<file path="src/rtl/comp_acc.sv">
// Complex accumulator: sums a stream of complex products, one vector per i_last,
// into a single saturated complex result with valid/ready output flow control.
module comp_acc #(
  parameter int unsigned DATA_WIDTH   = 32,
  parameter int unsigned NUM_FRAC_BIT = 30,
  parameter int unsigned GUARD_BITS   = 8,
  parameter int unsigned CNT_WIDTH    = 16
) (
  input  logic                    clk,
  input  logic                    rst,
  input  logic                    i_valid,
  input  logic                    i_last,
  input  logic [2*DATA_WIDTH-1:0] i_data,
  output logic                    o_ready,
  output logic                    o_valid,
  input  logic                    i_ready,
  output logic [2*DATA_WIDTH-1:0] o_res,
  output logic [CNT_WIDTH-1:0]    o_cnt,
  output logic                    o_sat
);

  localparam int unsigned AccWidth = DATA_WIDTH + GUARD_BITS;

  // The fixed-point format passes straight through; only its sanity matters here.
  if (NUM_FRAC_BIT >= DATA_WIDTH) begin : g_frac_check
    $error("comp_acc: NUM_FRAC_BIT must be smaller than DATA_WIDTH");
  end

  typedef enum logic [0:0] {StAcc, StFull} state_e;

  state_e state_q, state_d;

  logic [AccWidth-1:0]     acc_re_q, acc_im_q;
  logic [CNT_WIDTH-1:0]    cnt_q;
  logic [2*DATA_WIDTH-1:0] res_q;
  logic [CNT_WIDTH-1:0]    res_cnt_q;
  logic                    sat_q;

  logic                    accept;
  logic [AccWidth-1:0]     term_re, term_im;
  logic [AccWidth-1:0]     sum_re, sum_im;
  logic [CNT_WIDTH-1:0]    cnt_inc;
  logic                    ovf_re, ovf_im;
  logic [DATA_WIDTH-1:0]   sat_re, sat_im;

  // True when the value does not fit in DATA_WIDTH signed bits.
  function automatic logic overflows(input logic [AccWidth-1:0] v);
    return (|v[AccWidth-1:DATA_WIDTH-1]) && !(&v[AccWidth-1:DATA_WIDTH-1]);
  endfunction

  // Clamp to the signed DATA_WIDTH range.
  function automatic logic [DATA_WIDTH-1:0] clamp(input logic [AccWidth-1:0] v);
    logic [DATA_WIDTH-1:0] r;
    if (!overflows(v)) begin
      r = v[DATA_WIDTH-1:0];
    end else if (v[AccWidth-1]) begin
      r = {1'b1, {(DATA_WIDTH-1){1'b0}}};
    end else begin
      r = {1'b0, {(DATA_WIDTH-1){1'b1}}};
    end
    return r;
  endfunction

  // State register.
  always_ff @(posedge clk) begin
    if (rst) begin
      state_q <= StAcc;
    end else begin
      state_q <= state_d;
    end
  end

  // Next state: a completed vector fills the result register; a handshake drains it.
  always_comb begin
    state_d = state_q;
    unique case (state_q)
      StAcc: begin
        if (accept && i_last) state_d = StFull;
      end
      StFull: begin
        if (i_ready) state_d = (accept && i_last) ? StFull : StAcc;
      end
      default: state_d = StAcc;
    endcase
  end

  // Flow-control outputs; no accumulation while a result is stalled.
  always_comb begin
    o_valid = (state_q == StFull);
    o_ready = !o_valid || i_ready;
  end

  // Sign-extended term, running sums, saturated results and saturating count.
  always_comb begin
    accept  = i_valid && o_ready;
    term_re = {{GUARD_BITS{i_data[2*DATA_WIDTH-1]}}, i_data[2*DATA_WIDTH-1:DATA_WIDTH]};
    term_im = {{GUARD_BITS{i_data[DATA_WIDTH-1]}}, i_data[DATA_WIDTH-1:0]};
    sum_re  = acc_re_q + term_re;
    sum_im  = acc_im_q + term_im;
    ovf_re  = overflows(sum_re);
    ovf_im  = overflows(sum_im);
    sat_re  = clamp(sum_re);
    sat_im  = clamp(sum_im);
    cnt_inc = (&cnt_q) ? cnt_q : cnt_q + 1'b1;
  end

  // Accumulator and result registers.
  always_ff @(posedge clk) begin
    if (rst) begin
      acc_re_q  <= '0;
      acc_im_q  <= '0;
      cnt_q     <= '0;
      res_q     <= '0;
      res_cnt_q <= '0;
      sat_q     <= 1'b0;
    end else if (accept) begin
      if (i_last) begin
        res_q     <= {sat_re, sat_im};
        res_cnt_q <= cnt_inc;
        sat_q     <= ovf_re || ovf_im;
        acc_re_q  <= '0;
        acc_im_q  <= '0;
        cnt_q     <= '0;
      end else begin
        acc_re_q  <= sum_re;
        acc_im_q  <= sum_im;
        cnt_q     <= cnt_inc;
      end
    end
  end

  assign o_res = res_q;
  assign o_cnt = res_cnt_q;
  assign o_sat = sat_q;

endmodule

</file>
<file path="config.mk">
export PLATFORM = sky130hd
export DESIGN_NAME = comp_acc
export DESIGN_NICKNAME = d
export VERILOG_FILES = /design/src/rtl/comp_acc.sv
export SDC_FILE = /design/constraint.sdc
export NUM_CORES = 1
export LEC_CHECK = 0
export BUFFER_PORTS_ARGS = -buffer_cell sky130_fd_sc_hd__buf_4
export CAP_MARGIN = 40
export CELL_PAD_IN_SITES_DETAIL_PLACEMENT = 2
export CELL_PAD_IN_SITES_GLOBAL_PLACEMENT = 2
export CORE_MARGIN = 2
export CORE_UTILIZATION = 31
export CTS_CLUSTER_SIZE = 30
export DETAILED_ROUTE_END_ITERATION = 6
export GPL_TIMING_DRIVEN = 0
export PLACE_DENSITY_LB_ADDON = 0.1
export SYNTH_ARGS = -nofsm -noshare
export SYNTH_HDL_FRONTEND = slang
export SYNTH_SLANG_ARGS = --single-unit
</file>
<file path="constraint.sdc">
create_clock -name clk -period 4.1 [get_ports clk]
set_clock_uncertainty 0.2 [all_clocks]
set_input_delay 0.82 -clock clk [delete_from_list [all_inputs] [get_ports clk]]
set_output_delay 0.82 -clock clk [all_outputs]
set_load 0.02 [all_outputs]
</file>
### After elaboration in Yosys (flattened, before gate mapping)

Index checks and enable logic that the tools add are counted.

* add/sub/neg operators: 3
* reduce and logical (&&, ||, !) cells: 15
* mux-type cells: 11
* bitwise operators: 1

Operator list (number)
* 32-bit 2-to-1 mux: 4
* 40-bit adder: 2
* 40-bit 2-to-1 mux: 2
* 16-bit 2-to-1 mux: 2
* 9-bit AND reduction: 2
* 9-bit OR reduction: 2
* 16-bit by 1-bit adder with 16-bit output, second input constant: 1
* 16-bit AND reduction: 1
* 1-bit logical AND: 4
* 1-bit logical NOT: 3
* 1-bit logical OR: 2
* 1-bit 2-to-1 mux: 2
* 1-bit one-hot mux with 2 select lines: 1
* 2-bit AND reduction: 1
* 1-bit NOT: 1

* bits in registers: 178
* logic and storage cells: 37
* output and inout bits: 83
* bits of input ports: 69

### Depth between registers and ports, before layout

* depth after elaboration: 7
* gate-level depth with buffers: 15
* depth with buffers taken out: 13

### Worst setup path after synthesis

OpenSTA, ideal clock, no wires.

* path type: input-to-reg
* from: in i_data[32]
* to: reg res_q[34], in the netlist o_res[34]
* path slack: -19 ps
* buffers on the path: 1
* required time: 3830 ps
* data arrival time: 3849 ps
* stages on the path: 14
* setup time: 70 ps
* cell sequence: ha_1 -> fa_1 -> a211oi_1 -> o21a_1 -> o21ai_1 -> a221o_1 -> or4_1 -> nand2_1 -> o31ai_1 -> xnor2_1 -> nor4_2 -> buf_2 -> o21ai_0 -> a21oi_1

* word-level cells in the longest chain between the ends: 5
* elaborated cells between the ends (all ways): 7
* classes of those cells: 1 x add/sub; 2 x mux; 4 x reduce/logical

RTL lines
* start: declaration: RTL line 13 `input logic [2*DATA_WIDTH-1:0] i_data,`
* 40-bit adder (*): RTL line 98 `sum_re = acc_re_q + term_re;`
* 9-bit AND reduction: RTL line 48 `return (|v[AccWidth-1:DATA_WIDTH-1]) && !(&v[AccWidth-1:DATA_WIDTH-1]);`
* 1-bit logical NOT: RTL line 48
* 1-bit logical AND: RTL line 48
* 32-bit 2-to-1 mux (*): RTL line 54 `if (!overflows(v)) begin`
* end signal: assignment: RTL line 118 `res_q <= {sat_re, sat_im};`
* end: declaration: RTL line 35 `logic [2*DATA_WIDTH-1:0] res_q;`

Every way passes the cells marked *; elsewhere a longest branch is shown, timed or not.
A chain may end at the register's enable or synchronous reset.

### Worst setup path in the final report

* from: in i_data[32]
* to: reg res_q[56], in the netlist o_res[56]

The elaborated chain is that of the path after synthesis.

==> summary by stage <==
Timing
Setup repair after global routing could not meet its margin everywhere. In this run the tightest slew margin relative to its limit is 0.450. The final-report setup violation count is 0. The final count of pins violating max slew is 0. The final number of hold-violating endpoints is 0. The shortest period the worst path allows is between 4 and 5 ns. At the pin with the least slew margin, the transition time is 0.825 ns. The maximum frequency from static timing analysis is 0.249 GHz. In the finished design, the share of the clock period the worst path needs comes to 0.978.

The worst hold slack is 0.263 ns. The final setup slack of the worst path is 0.0885 ns.

Worst setup path
The startpoint of the lowest-slack register-to-register path is acc_re_q[0]$_SDFFE_PP0P_. For the worst setup path, the data arrival time is 4.19 ns. The endpoint kind of the worst setup timing path is a flip-flop.

The worst setup path is launched from an input pin. Of all nets on the critical path, the largest fanout is 7. The timing startpoint of the critical path is i_data[32].

For the worst setup path, the data required time is ~4.3 ns. The critical path is of the in -> reg type.

Placed design
The setup slack at placement is -1.19 ns. The post-detailed-placement half-perimeter wirelength is around 36 mm. Port buffering added 149 buffers. Once placement finished, the instance area stood at 13100 um2.

At the end of routability-driven placement, the weighted congestion stood at 0.845.

Clocking
The post-cts hold buffer count is 0. Clock-pin slew was measured on the worst setup and hold paths at 0.07 ns. The number of clock sinks seen by CTS is 178. In this run the number of H-tree levels came out at 4. TritonCTS built the clock tree.

The clock network latency to the later pin of the worst-skew pair is 0.46 ns. The clock buffer count from CTS is 17. The largest buffer count on any clock path is 2. The tree is rooted in a sky130_fd_sc_hd__clkbuf_16.

Route
The per-cell via count in the routed design is 5.59. The highest metal layer used by the detailed router is met4. The first-iteration detailed-routing DRC count is 564.

In the final routing, the length of wire on met1 measures between 20 and 25 mm. The routed wire length on met3 is 1.17 mm. After detailed routing, the number of remaining DRC violations is 0. In the final routed layout, each cell accounts on average for 22.4 um. The number of optimization iterations in the first detailed-route pass is 5. The routed layout has approximately 12000 vias. The wire length reported by the detailed router is 47.5 mm. In this run the remaining antenna-violating nets after routing total 0.

After detailed routing, the met2 layer carries between 20 and 25 mm of wire.

Cells and area
The antenna diode count is 0. The area added between synthesis and finish is 26.8%. The total number of nets in the final design is 1795. After routing the design area is 14400 um2. Of the cells placed in the final design, the portion with a size suffix greater than 1 is 0.190.

Yosys
Of the post-synthesis cell area, the dominant cell type holds 0.315. The summed instance area of the synthesized netlist is between 10000 and 15000 um2. The register area share after synthesis is 0.315. Counting distinct cell types in the post-synthesis netlist gives 69. By area the synthesized netlist is led by sky130_fd_sc_hd__dfxtp_1 (31%), sky130_fd_sc_hd__ha_1 (8.7%), sky130_fd_sc_hd__a21oi_1 (8.4%). The most used flip-flop cell after synthesis is sky130_fd_sc_hd__dfxtp_1. After technology mapping, the gate count stands at 1467. The total of flip-flops plus latches after synthesis is about 180. Averaged over all synthesized cells, the footprint is 7.72 um2. Synthesis produced a netlist with a net count of 1617.

The share of async-settable or async-resettable flops after synthesis is 0. The total of warnings raised by yosys is 0. The cell type with the highest aggregate area in the netlist is sky130_fd_sc_hd__dfxtp_1.

The number of enable-type register cells in the synthesized netlist is 0.

GRT
The overall overflow remaining after global route is 0. The number of global-route vias before repair is between 10000 and 15000. The first global-routing pass estimated between 70 and 80 mm of wire. The largest net degree at the start of global routing is 17. Across every metal layer, demand over resource in global routing totals 0.246.

The number of antenna violations at the first check in global routing is 0.

Floorplan
The top-level I/O count is 152. After floorplanning, the core was sized to cover 35700 um2. The die footprint is roughly 38000 um2. Row generation in the floorplan step produced 69 rows.

The die is 195 um wide. The initial utilization of the core area, before any placement, comes to 0.317. The floorplan step set the die height to between 150 and 200 um.

Status
The run finished with clean final reports.

Run
Across the run, the number of max-cap violations was 0.

Pwr
The worst voltage drop across the vdd grid is 0.000317 V. The power density over the cells is 362 nW/um2. The post-route total power is 5200 uW.

For this design the static power due to leakage is 0.00577 uW.

Hold path
The tightest min-delay check is of the reg -> reg type. The startpoint of the lowest-slack hold path is o_cnt[0]$_SDFFE_PP0P_.
-- repair_timing --
item                                    CTS  global route
pin swaps                                11            28
resized for setup                        49            76
endpoints found under the setup margin   63            63
gates cloned                              0             2
buffers inserted                          9            10
hold endpoints to repair                  0             0
-- flip-flops by register name (all words and copies together) (netlist names) --
register  count
acc_im_q     40
acc_re_q     40
cnt_q        16
o_cnt        16
o_res        64
o_sat         1
o_valid       1
-- final timing paths --
| check | cells after the start | slack [ns] | end |
|---|---|---|---|
| worst max-delay path | 16 | 0.09 | o_res[56]$_SDFFE_PP0P_ |
| worst min-delay path | 2 | 0.26 | o_cnt[0]$_SDFFE_PP0P_ |
| worst max register to register | 15 | 0.20 | o_res[56]$_SDFFE_PP0P_ |
| worst min register to register | 2 | 0.26 | o_cnt[0]$_SDFFE_PP0P_ |
-- cell usage after synthesis, drive strengths merged (3+ instances only) --
master   count
o21bai      19
o21a        16
buf         31
and3        10
nor2b       11
and4         5
xnor2       53
nand4       27
or3         12
o211ai      10
nand2b       6
a31oi       12
and2         3
a21oi      191
inv         17
ha          79
nor4         8
a22oi       78
nand3b       6
nor3        23
o221ai       3
clkbuf      74
nand3       25
or2          3
nand2      103
a211oi      17
dfxtp      178
a21o        16
nor2       174
xor2        33
a2bb2oi      3
a311oi       3
o21ai      182
o31ai        5
-- area by class of cell --
type                       instances  area [um2]
multi-input combinational       1167        7630
fill                            4157       21400
buffer                            94         509
clock buffer                      18         429
inverter                          17        63.8
timing repair buffer             170        1330
clock inverter                    14         248
tap                              461         577
sequential                       178        3560
-- power breakdown --
group | switching [uW] | leakage [uW] | internal [uW]
Sequential | 61.9 | 0.00146 | 1830
Combinational | 841 | 0.00399 | 497
Clock | 815 | 0.000328 | 1160
Total | 1720 | 0.00577 | 3480
-- layer usage --
metal	GRT usage	up-vias
met5	0	-
met4	0.0548	0
met3	0.0347	47
met2	0.450	146
met1	0.304	5951
li1	-	5693
-- layout by cell type, fill, tap and decap left out, types with 25 or more instances in the layout --
| cell | synthesis | routed |
|---|---|---|
| sky130_fd_sc_hd__nor2_1 | 174 | 172 |
| sky130_fd_sc_hd__xnor2_1 | 53 | 51 |
| sky130_fd_sc_hd__a22oi_1 | 78 | 78 |
| sky130_fd_sc_hd__nand3_1 | 25 | 25 |
| sky130_fd_sc_hd__clkbuf_1 | 70 | 60 |
| sky130_fd_sc_hd__nand2_1 | 103 | 102 |
| sky130_fd_sc_hd__a21oi_1 | 190 | 176 |
| sky130_fd_sc_hd__o21ai_0 | 147 | 128 |
| sky130_fd_sc_hd__o21ai_1 | 35 | 47 |
| sky130_fd_sc_hd__buf_4 | 4 | 171 |
| sky130_fd_sc_hd__xor2_1 | 33 | 29 |
| sky130_fd_sc_hd__dfxtp_1 | 178 | 178 |
| sky130_fd_sc_hd__ha_1 | 79 | 72 |
| sky130_fd_sc_hd__nand4_1 | 27 | 27 |
-- per-stage QoR --
step / std cells / setup TNS, ns / utilization
after global placement: 2077 / -61.46 / 0.365
after detailed placement: 2078 / -65.33 / 0.365
after global routing: 2119 / -0.199 / 0.402
final: 2119 / 0 / 0.402
after floorplan: 1467 / -0.309 / -
after CTS: 2118 / 0 / 0.392
-- worst max-delay path: stages --
cell and delay (ns):
sky130_fd_sc_hd__buf_6 0.10, sky130_fd_sc_hd__ha_4 0.16, sky130_fd_sc_hd__fa_2 0.40, sky130_fd_sc_hd__a211oi_2 0.18
sky130_fd_sc_hd__o21a_2 0.19, sky130_fd_sc_hd__o21ai_4 0.08, sky130_fd_sc_hd__a221o_1 0.40, sky130_fd_sc_hd__or4_4 0.49
sky130_fd_sc_hd__a31oi_4 0.18, sky130_fd_sc_hd__xor2_2 0.13, sky130_fd_sc_hd__nand3b_1 0.23, sky130_fd_sc_hd__nor4_4 0.18
sky130_fd_sc_hd__buf_6 0.23, sky130_fd_sc_hd__clkbuf_16 0.18, sky130_fd_sc_hd__o21ai_1 0.06, sky130_fd_sc_hd__a21oi_1 0.15
-- cells by family after synthesis --
group                      synth area share
DFF                                   0.315
AOI/OAI and AO/OA                     0.308
xor gates and xnor gates             0.0665
adders and majority gates            0.0909
buffers and inverters                0.0481
and+or+nand+nor                       0.169
muxes                               0.00276
Note: power is estimated with default switching activity, not from simulation.
